===== src/rtl/sample_fifo_pkg.sv =====
// rtl/sample_fifo_pkg.sv - shared helpers for the sample FIFO
package sample_fifo_pkg;

  // Read-mode encodings for the FWFT parameter
  localparam int MODE_STANDARD = 0;
  localparam int MODE_FWFT     = 1;

  // True when the almost-full/almost-empty thresholds fit the FIFO depth
  function automatic bit thresholds_legal(input int af, input int ae, input int depth);
    return (af >= 1) && (af <= depth) && (ae >= 0) && (ae <= depth - 1);
  endfunction

  // True when the read-mode selector names a supported mode
  function automatic bit mode_legal(input int mode);
    return (mode == MODE_STANDARD) || (mode == MODE_FWFT);
  endfunction

endpackage


===== src/rtl/sample_fifo_mem.sv =====
// rtl/sample_fifo_mem.sv - DEPTH x WIDTH register array, one write port, async read port
module sample_fifo_mem #(
  parameter int WIDTH    = 8,
  parameter int DEPTHBIT = 2
) (
  input  logic                clk,
  input  logic                wr_en,
  input  logic [DEPTHBIT-1:0] wr_addr,
  input  logic [WIDTH-1:0]    wr_data,
  input  logic [DEPTHBIT-1:0] rd_addr,
  output logic [WIDTH-1:0]    rd_data
);

  localparam int DEPTH = 1 << DEPTHBIT;

  logic [WIDTH-1:0] mem [DEPTH];

  // Storage is intentionally not reset; occupancy is tracked by the pointers
  always_ff @(posedge clk) begin
    if (wr_en) begin
      mem[wr_addr] <= wr_data;
    end
  end

  assign rd_data = mem[rd_addr];

endmodule


===== src/rtl/sample_fifo.sv =====
// rtl/sample_fifo.sv - parametrised sync FIFO with FWFT option, thresholds and sticky errors
import sample_fifo_pkg::*;

module sample_fifo #(
  parameter int WIDTH     = 8,
  parameter int DEPTHBIT  = 2,
  parameter int AF_THRESH = (1 << DEPTHBIT) - 1,
  parameter int AE_THRESH = 1,
  parameter int FWFT      = 0
) (
  input  logic              clk,
  input  logic              rst,
  input  logic              flush,
  input  logic              wr_en,
  input  logic [WIDTH-1:0]  wr_data,
  input  logic              rd_en,
  output logic [WIDTH-1:0]  rd_data,
  output logic              rd_valid,
  output logic              empty,
  output logic              full,
  output logic              almost_empty,
  output logic              almost_full,
  output logic [DEPTHBIT:0] level,
  output logic              overflow,
  output logic              underflow,
  input  logic              clr_err
);

  localparam int DEPTH = 1 << DEPTHBIT;
  localparam int PTRW  = DEPTHBIT + 1;

  localparam logic [PTRW-1:0] DEPTH_L = PTRW'(DEPTH);
  localparam logic [PTRW-1:0] AF_L    = PTRW'(AF_THRESH);
  localparam logic [PTRW-1:0] AE_L    = PTRW'(AE_THRESH);

  // Reject thresholds or modes that cannot be honoured for this depth
  if (!thresholds_legal(AF_THRESH, AE_THRESH, DEPTH)) begin : g_bad_thresh
    $error("sample_fifo: AF_THRESH must be 1..DEPTH and AE_THRESH 0..DEPTH-1");
  end
  if (!mode_legal(FWFT)) begin : g_bad_mode
    $error("sample_fifo: FWFT must be 0 or 1");
  end

  logic [PTRW-1:0]  wr_ptr;
  logic [PTRW-1:0]  rd_ptr;
  logic             wr_acc;
  logic             rd_acc;
  logic [WIDTH-1:0] head_data;

  // Occupancy and flags come only from registered pointers
  assign level        = wr_ptr - rd_ptr;
  assign empty        = (level == '0);
  assign full         = (level == DEPTH_L);
  assign almost_empty = (level <= AE_L);
  assign almost_full  = (level >= AF_L);

  // Flush swallows both requests; full/empty gate each side independently
  assign wr_acc = wr_en & ~full  & ~flush & ~rst;
  assign rd_acc = rd_en & ~empty & ~flush & ~rst;

  sample_fifo_mem #(
    .WIDTH    (WIDTH),
    .DEPTHBIT (DEPTHBIT)
  ) u_mem (
    .clk     (clk),
    .wr_en   (wr_acc),
    .wr_addr (wr_ptr[DEPTHBIT-1:0]),
    .wr_data (wr_data),
    .rd_addr (rd_ptr[DEPTHBIT-1:0]),
    .rd_data (head_data)
  );

  // Pointer update; the extra MSB distinguishes full from empty
  always_ff @(posedge clk) begin
    if (rst || flush) begin
      wr_ptr <= '0;
      rd_ptr <= '0;
    end else begin
      if (wr_acc) wr_ptr <= wr_ptr + 1'b1;
      if (rd_acc) rd_ptr <= rd_ptr + 1'b1;
    end
  end

  // Sticky error flags: a new error beats a same-cycle clear, flush never sets them
  always_ff @(posedge clk) begin
    if (rst) begin
      overflow  <= 1'b0;
      underflow <= 1'b0;
    end else begin
      if (!flush && wr_en && full) overflow <= 1'b1;
      else if (clr_err)            overflow <= 1'b0;
      if (!flush && rd_en && empty) underflow <= 1'b1;
      else if (clr_err)             underflow <= 1'b0;
    end
  end

  if (FWFT != 0) begin : g_fwft
    // Head word is presented directly; rd_en acts as a pop acknowledge
    assign rd_data  = head_data;
    assign rd_valid = ~empty;
  end else begin : g_std
    logic [WIDTH-1:0] rd_data_q;
    logic             rd_valid_q;

    // Registered read: data lands one cycle after the accepting edge
    always_ff @(posedge clk) begin
      if (rst) begin
        rd_data_q  <= '0;
        rd_valid_q <= 1'b0;
      end else begin
        rd_valid_q <= rd_acc;
        if (rd_acc) rd_data_q <= head_data;
      end
    end

    assign rd_data  = rd_data_q;
    assign rd_valid = rd_valid_q;
  end

endmodule


===== config.mk =====
export PLATFORM = sky130hd
export DESIGN_NAME = sample_fifo
export DESIGN_NICKNAME = d
export VERILOG_FILES = /design/src/rtl/sample_fifo_pkg.sv /design/src/rtl/sample_fifo_mem.sv /design/src/rtl/sample_fifo.sv
export SDC_FILE = /design/constraint.sdc
export NUM_CORES = 1
export LEC_CHECK = 0
export CORE_ASPECT_RATIO = 0.75
export CORE_MARGIN = 1.5
export CORE_UTILIZATION = 48
export CTS_CLUSTER_DIAMETER = 150
export DETAILED_ROUTE_END_ITERATION = 10
export PLACE_DENSITY_LB_ADDON = 0.12
export SLEW_MARGIN = 40
export SYNTH_ARGS = -nofsm -noshare
export SYNTH_HDL_FRONTEND = slang
export SYNTH_SLANG_ARGS = --single-unit

===== constraint.sdc =====
create_clock -name clk -period 2.33 [get_ports clk]
set_input_delay 0.3495 -clock clk [delete_from_list [all_inputs] [get_ports clk]]
set_output_delay 0.3495 -clock clk [all_outputs]
set_load 0.01 [all_outputs]

==> flow_summary.yaml, run 1 <==
floorplan:
  die-width_microns: 80.0
  die_area_sq_um: 4860
  die_y_microns: 60.8
  core.rowCount: 20
  initial_core_util_pct: 51.4
  io-pin-count: 32
  core_sq_um: 4150
sta:
  worstMarginPinSlew_ps: 523
  rsz0062_at_grt: "no"
  finalMaxSlewViolations: 0
  fmax_mhz: 446
  period_needed_ps: 2240
  finalSetupViolCount: 0
  timing.final.ws_setup_ps: 86.7
  hold_violations: 0
  post-route-period-util_pct: 96.3
  maxSlewHeadroom_pct: 65.0
  finClkSkew_ps: 8.36
  worst_hold_slack_ps: 481
global_route:
  grt-ovfl-total: 0
  grt_pass1_vias: 1362
  grt_pass1_wl_mm: 6.49
  antenna_found_initial: 0
  grtUsageTotal_pct: 18.5
  grt_max_degree: 21
setup_path:
  worstPathArrival_ps: 1890
  slowest_delay_ps: 340
  crit_chain: "inv_2, ha_4, fa_2, xor3_2, buf_6, and2_2, buf_6"
  cp_slowest_cell: "dfxtp_2"
  crit_required_ps: 1980
  startpoint_type: "flip-flop"
  crit_buf_inv: 3
  crit_family: "adder cells"
  worstSetupEndpointType: "output pin"
  crit_path_frequent_cell: "buf_6"
  cp_max_fo: 5
  worstSetupPathType: "reg2out"
synth:
  yosys_register_bits: 49
  syn_area_sq_um: 2140
  yosys_warnings: 0
  synth_edf_count: 32
  avgSynthCellArea_sq_um: 14.9
  synth_cell_types: 30
  seq_area_frac_synth_pct: 60.9
  dominantRegCellSynth: "edfxtp_1"
  async_reset_ff_share_pct: 0
  syn_inst: 143
  syn_nets: 164
clocking:
  cts_tree: "built"
  hold_buffers: 0
  cts_root_buf: "clkbuf_8"
  h-tree-depth: 2
  insertion_delay_ps: 290
  clock_sinks: 49
  clock_path_buffers: 2
  numCtsBuffers: 5
  clkTransAtPathRegs_ps: 100
placed_design:
  place.gp.congestion: 0.859
  preCtsSetupSlack_ps: -55.5
  io_buffers: 31
  dp_hpwl_mm: 2.81
  placed_cells: 240
routing:
  drc: 0
  dr_total_vias: 1285
  ant_nets: 0
  wl_per_cell_microns: 15.7
  routed_wl_mm: 3.95
  first_iter_violations: 51
  avgViaCountPerCell: 5.12
  dr.pass1.iters: 4
min_path:
  hp-class: "reg2reg"
cells_and_area:
  final_cells: 251
  mostFrequentLayoutCells: "edfxtp_1, clkdlybuf4s50_1, buf_4, nand2b_1, dfxtp_1"
  nets: 216
  syn_to_final_growth_pct: 29.2
  antenna_cells: 0
  drive_gt1_share_pct: 29.1
  final_common_cell: "edfxtp_1"
pwr:
  ir_drop_uv: 396
  p_per_area_nw_per_um2: 593
  p_leak_nw: 1.07
outcome:
  outcome: "complete, no violations"
job:
  cap_violations: 0
## registers in the layout, summed over array words and instances, names as in the netlist
register	flops
wr_ptr	3
rd_ptr	3
u_mem.mem	32
rd_valid	1
overflow	1
rd_data	8
underflow	1
## worst paths after layout
path,slack [ps],from,cells after the start,endpoint
setup reg to reg,140,rd_ptr[0],6,u_mem.mem[2][0]
setup / recovery,90,wr_ptr[0],7,full
hold reg to reg,480,overflow,2,overflow
hold / removal,480,overflow,2,overflow
## worst reg2reg max path, delay by kind of cell (launching register included)
| kind | cells | cell delay (ps) |
|---|---|---|
| adders and majority gates | 2 | 590 |
| and+or+nand+nor | 2 | 500 |
| AOI/OAI and AO/OA | 1 | 240 |
| buffers and inverters | 1 | 150 |
| DFF | 1 | 400 |
## report_power, final
| part | total, mW | switching [mW] | leakage [nW] | internal (mW) |
|---|---|---|---|---|
| Sequential | 0.944 | 0.00588 | 0.427 | 0.938 |
| Combinational | 0.192 | 0.0845 | 0.596 | 0.108 |
| Clock | 0.500 | 0.287 | 0.0445 | 0.213 |
| Total | 1.64 | 0.377 | 1.07 | 1.26 |
## kinds of logic after synthesis
group | count (synthesis) | synth area share [%]
compound gates | 10 | 4.80
mux | 21 | 14.5
fa+ha+maj | 7 | 4.45
flops | 49 | 60.9
xor+xnor | 2 | 1.58
buf+inv | 10 | 2.17
simple gates | 44 | 11.5
## timing repair
action | 4_1_cts | 5_1_grt
pin swaps | 7 | 6
gates resized for setup | 32 | 1
setup buffers | 7 | 1
endpoints found under the setup margin | 38 | 49
## area by class of cell
type / count / area, sq um
Multi-Input combinational cell: 84 / 823
Fill cell: 303 / 1390
Clock inverter: 3 / 21.3
Inverter: 4 / 15.0
Timing Repair Buffer: 51 / 460
Tap cell: 55 / 68.8
Clock buffer: 5 / 68.8
Sequential cell: 49 / 1300
## per-stage QoR
step                instance area, sq um  util (%)  total power [mW]  setup TNS [ps]
floorplan                           2140         -              1.05               0
global placement                    2660      64.1              1.15               0
detailed placement                  2660      64.1              1.15           -1480
CTS                                 2760      66.5              1.65           -5180
global route                        2760      66.4              1.70               0
finish                              2760      66.4              1.64               0
## synth_stat cells (2+ instances only)
master	n	area, sq um
clkbuf_1	4	15.0
nor2_1	3	11.3
inv_1	4	15.0
nand2b_1	17	106
mux4_2	8	180
a21oi_1	3	15.0
mux2i_1	13	130
or3_1	2	12.5
and2_2	2	15.0
edfxtp_1	32	961
dfxtp_1	17	340
ha_1	6	75.1
nor2b_1	2	12.5
nand2_1	11	41.3
and3_1	4	25.0
## layer usage
layer,vias to the layer above,part of all wire (%),global-route usage [%]
met5,-,0,0
met4,0,0.40,4.19
met3,2,4.2,4.96
met2,29,47,31.3
met1,632,49,24.3
li1,622,-,-
(Power assumes the default switching activity.)
==> inputs of run 2 (changes only) <==
--- a/config.mk
+++ b/config.mk
@@ -5,9 +5,10 @@
 export SDC_FILE = /design/constraint.sdc
 export NUM_CORES = 1
 export LEC_CHECK = 0
+export ABC_AREA = 1
 export CORE_ASPECT_RATIO = 0.75
 export CORE_MARGIN = 1.5
-export CORE_UTILIZATION = 48
+export CORE_UTILIZATION = 49
 export CTS_CLUSTER_DIAMETER = 150
 export DETAILED_ROUTE_END_ITERATION = 10
 export PLACE_DENSITY_LB_ADDON = 0.12
@@ -15,3 +16,4 @@
 export SYNTH_ARGS = -nofsm -noshare
 export SYNTH_HDL_FRONTEND = slang
 export SYNTH_SLANG_ARGS = --single-unit
+export TNS_END_PERCENT = 1
==> run 2 against run 1 <==
Effect of this change:
- first-iteration DRC count rose by 86%
- utilization fell by 2.6 points
- maximum frequency rose by 0.89%
- highest routed layer unchanged
==> flow_summary.yaml, run 2 <==
outcome:
  outcome: "complete, no violations"
synth:
  synth_area_leaders: "edfxtp_1, dfxtp_1, nand2_1, inv_1, nand3_1"
  async_reset_ff_share_pct: 0
  yosys_warnings: 0
  dominantRegCellSynth: "edfxtp_1"
  yosys_register_bits: 49
  synth_most_common_cell: "nand2_1"
  syn_inst: 254
  netlist_top_cells_count: "nand2_1, inv_1, edfxtp_1, nand3_1, dfxtp_1"
  avgSynthCellArea_sq_um: 9.08
  seq_area_frac_synth_pct: 56.4
  synth.top_cell.area_share_pct: 41.6
  synth_area_leader_cell: "edfxtp_1"
  synth_cell_types: 24
  synth_edf_count: 32
  syn_nets: 275
  syn_area_sq_um: 2310
placed_design:
  place.gp.congestion: 0.771
  placed_cells: 352
  io_buffers: 31
  preCtsSetupSlack_ps: 14.2
  dp_hpwl_mm: 3.12
  dpl_cell_area_sq_um: 2770
global_route:
  grt_max_degree: 21
  grt_pass1_vias: 1622
  antenna_found_initial: 0
  grt-ovfl-total: 0
  grt_pass1_wl_mm: 7.56
  grtUsageTotal_pct: 19.7
setup_path:
  crit_chain: "inv_1, ha_2, fa_2, inv_2, nand2_1, nand3_1, nand2_2, inv_1, clkdlybuf4s15_1"
  slowest_delay_ps: 410
  cp_slowest_cell: "fa_2"
  r2r-end: "u_mem.mem[3][3]"
  worstPathArrival_ps: 1870
  worstSetupPathType: "reg2out"
  rr_worst_depth: 12
  crit_required_ps: 1980
  startpoint_type: "flip-flop"
  worstSetupEndpointType: "output pin"
  cp_max_fo: 3
  r2r_slack_ps: 180
  r2r-start: "wr_ptr[0]"
  crit_path_frequent_cell: "inv_1"
sta:
  worstMarginPinSlew_ps: 281
  finalSetupViolCount: 0
  finalMaxSlewViolations: 0
  period_needed_ps: 2220
  rsz0062_at_grt: "yes"
  timing.final.ws_setup_ps: 107
  finClkSkew_ps: 9.43
  maxSlewHeadroom_pct: 81.1
  post-route-period-util_pct: 95.4
  hold_violations: 0
  fmax_mhz: 450
pwr:
  ir_drop_uv: 328
  p_leak_nw: 1.30
  p_per_area_nw_per_um2: 605
floorplan:
  core_sq_um: 4490
  initial_core_util_pct: 51.4
  core.rowCount: 21
  io-pin-count: 32
  die_area_sq_um: 5130
  die-width_microns: 82.2
  die_y_microns: 62.4
clocking:
  clkTransAtPathRegs_ps: 90
  insertion_delay_ps: 300
  cts_tree: "built"
  numCtsBuffers: 5
  h-tree-depth: 2
  cts_root_buf: "clkbuf_8"
  clock_sinks: 49
  hold_buffers: 0
  clock_path_buffers: 2
cells_and_area:
  finalInstanceArea_sq_um: 2870
  drive_gt1_share_pct: 17.1
  largest_register: "u_mem.mem"
  final_cells: 361
  nets: 324
  syn_to_final_growth_pct: 24.3
  fillCellCount: 376
  mostFrequentLayoutCells: "nand2_1, inv_1, edfxtp_1, clkdlybuf4s50_1, nand3_1"
  largest_reg_flops: 32
  final_common_cell: "nand2_1"
  antenna_cells: 0
routing:
  avgViaCountPerCell: 4.70
  routed_wl_mm: 4.46
  wl_per_cell_microns: 12.4
  dr_total_vias: 1695
  dr.pass1.iters: 4
  drc: 0
  ant_nets: 0
  first_iter_violations: 95
min_path:
  min_from: "overflow"
  hold_path_end: "overflow"
  whs_path_depth: 2
  hp-class: "reg2reg"
job:
  cap_violations: 0
## run 2: worst max path at each step
stage,endpoint,cells after the start,start
global route,level[2],10,wr_ptr[0]
finish,level[2],9,wr_ptr[0]
CTS,almost_full,10,wr_ptr[0]
detailed placement,almost_empty,11,wr_ptr[0]
floorplan,u_mem.mem[0][0],10,wr_ptr[0]
global placement,almost_empty,11,wr_ptr[0]
## run 2: metrics by stage
step                      setup TNS (ps)  power (mW)  utilization, %  hold slack, ps
after detailed placement               0        1.17            61.5             463
after global placement                 0        1.17            61.5             461
after floorplan                        0        1.08               -             448
after CTS                          -2.13        1.75            63.8             478
after global routing               -6.38        1.80            63.9             525
final                                  0        1.74            63.9             478
## run 2: cell type report
class | count | area, sq um | area share [%]
flip-flops and latches | 49 | 1300 | 45.4
well taps | 57 | 71.3 | 2.49
clock buffers | 6 | 72.6 | 2.53
multi-input cells | 144 | 763 | 26.6
clock inverters | 2 | 33.8 | 1.18
inverters | 55 | 209 | 7.28
repair buffers | 48 | 417 | 14.5
## run 2: where the power goes
group | internal [mW] | switching (mW) | total [mW] | leakage (nW)
Clock | 0.317 | 0.273 | 0.590 | 0.0528
Combinational | 0.0927 | 0.109 | 0.202 | 0.815
Sequential | 0.939 | 0.00570 | 0.945 | 0.427
Total | 1.35 | 0.388 | 1.74 | 1.30
## run 2: cell families (layout without fill, tap and decap cells)
| family | Yosys count | in the layout | share of synthesized area [%] |
|---|---|---|---|
| XOR/XNOR | 2 | 2 | 0.759 |
| flip-flops | 49 | 49 | 56.4 |
| adder cells (fa/ha/maj) | 7 | 7 | 4.12 |
| buffers and inverters | 61 | 111 | 11.0 |
| AND/OR/NAND/NOR | 127 | 127 | 26.0 |
| AO/OA/AOI/OAI | 8 | 8 | 1.79 |
## run 2: critical path: cells and delay by family, from the launching register on
family / cells / cell delay, ps
AND/OR/NAND/NOR: 3 / 270
flip-flops: 1 / 330
adder cells (fa/ha/maj): 2 / 590
buffers and inverters: 4 / 390
## run 2: timing repair
item / in CTS / in global routing
gates resized for setup: 9 / 13
setup endpoints to repair: 6 / 5
setup buffers: 0 / 1
pin swaps: 0 / 3
endpoints found under the hold margin: 0 / 0
## run 2: per-layer routing
metal | GRT usage [%] | wire length (microns) | up-vias
met1 | 28.1 | 2180 | 770
met5 | 0 | 0 | -
li1 | - | - | 879
met3 | 4.38 | 223 | 7
met4 | 5.51 | 53 | 0
met2 | 30.1 | 2010 | 39
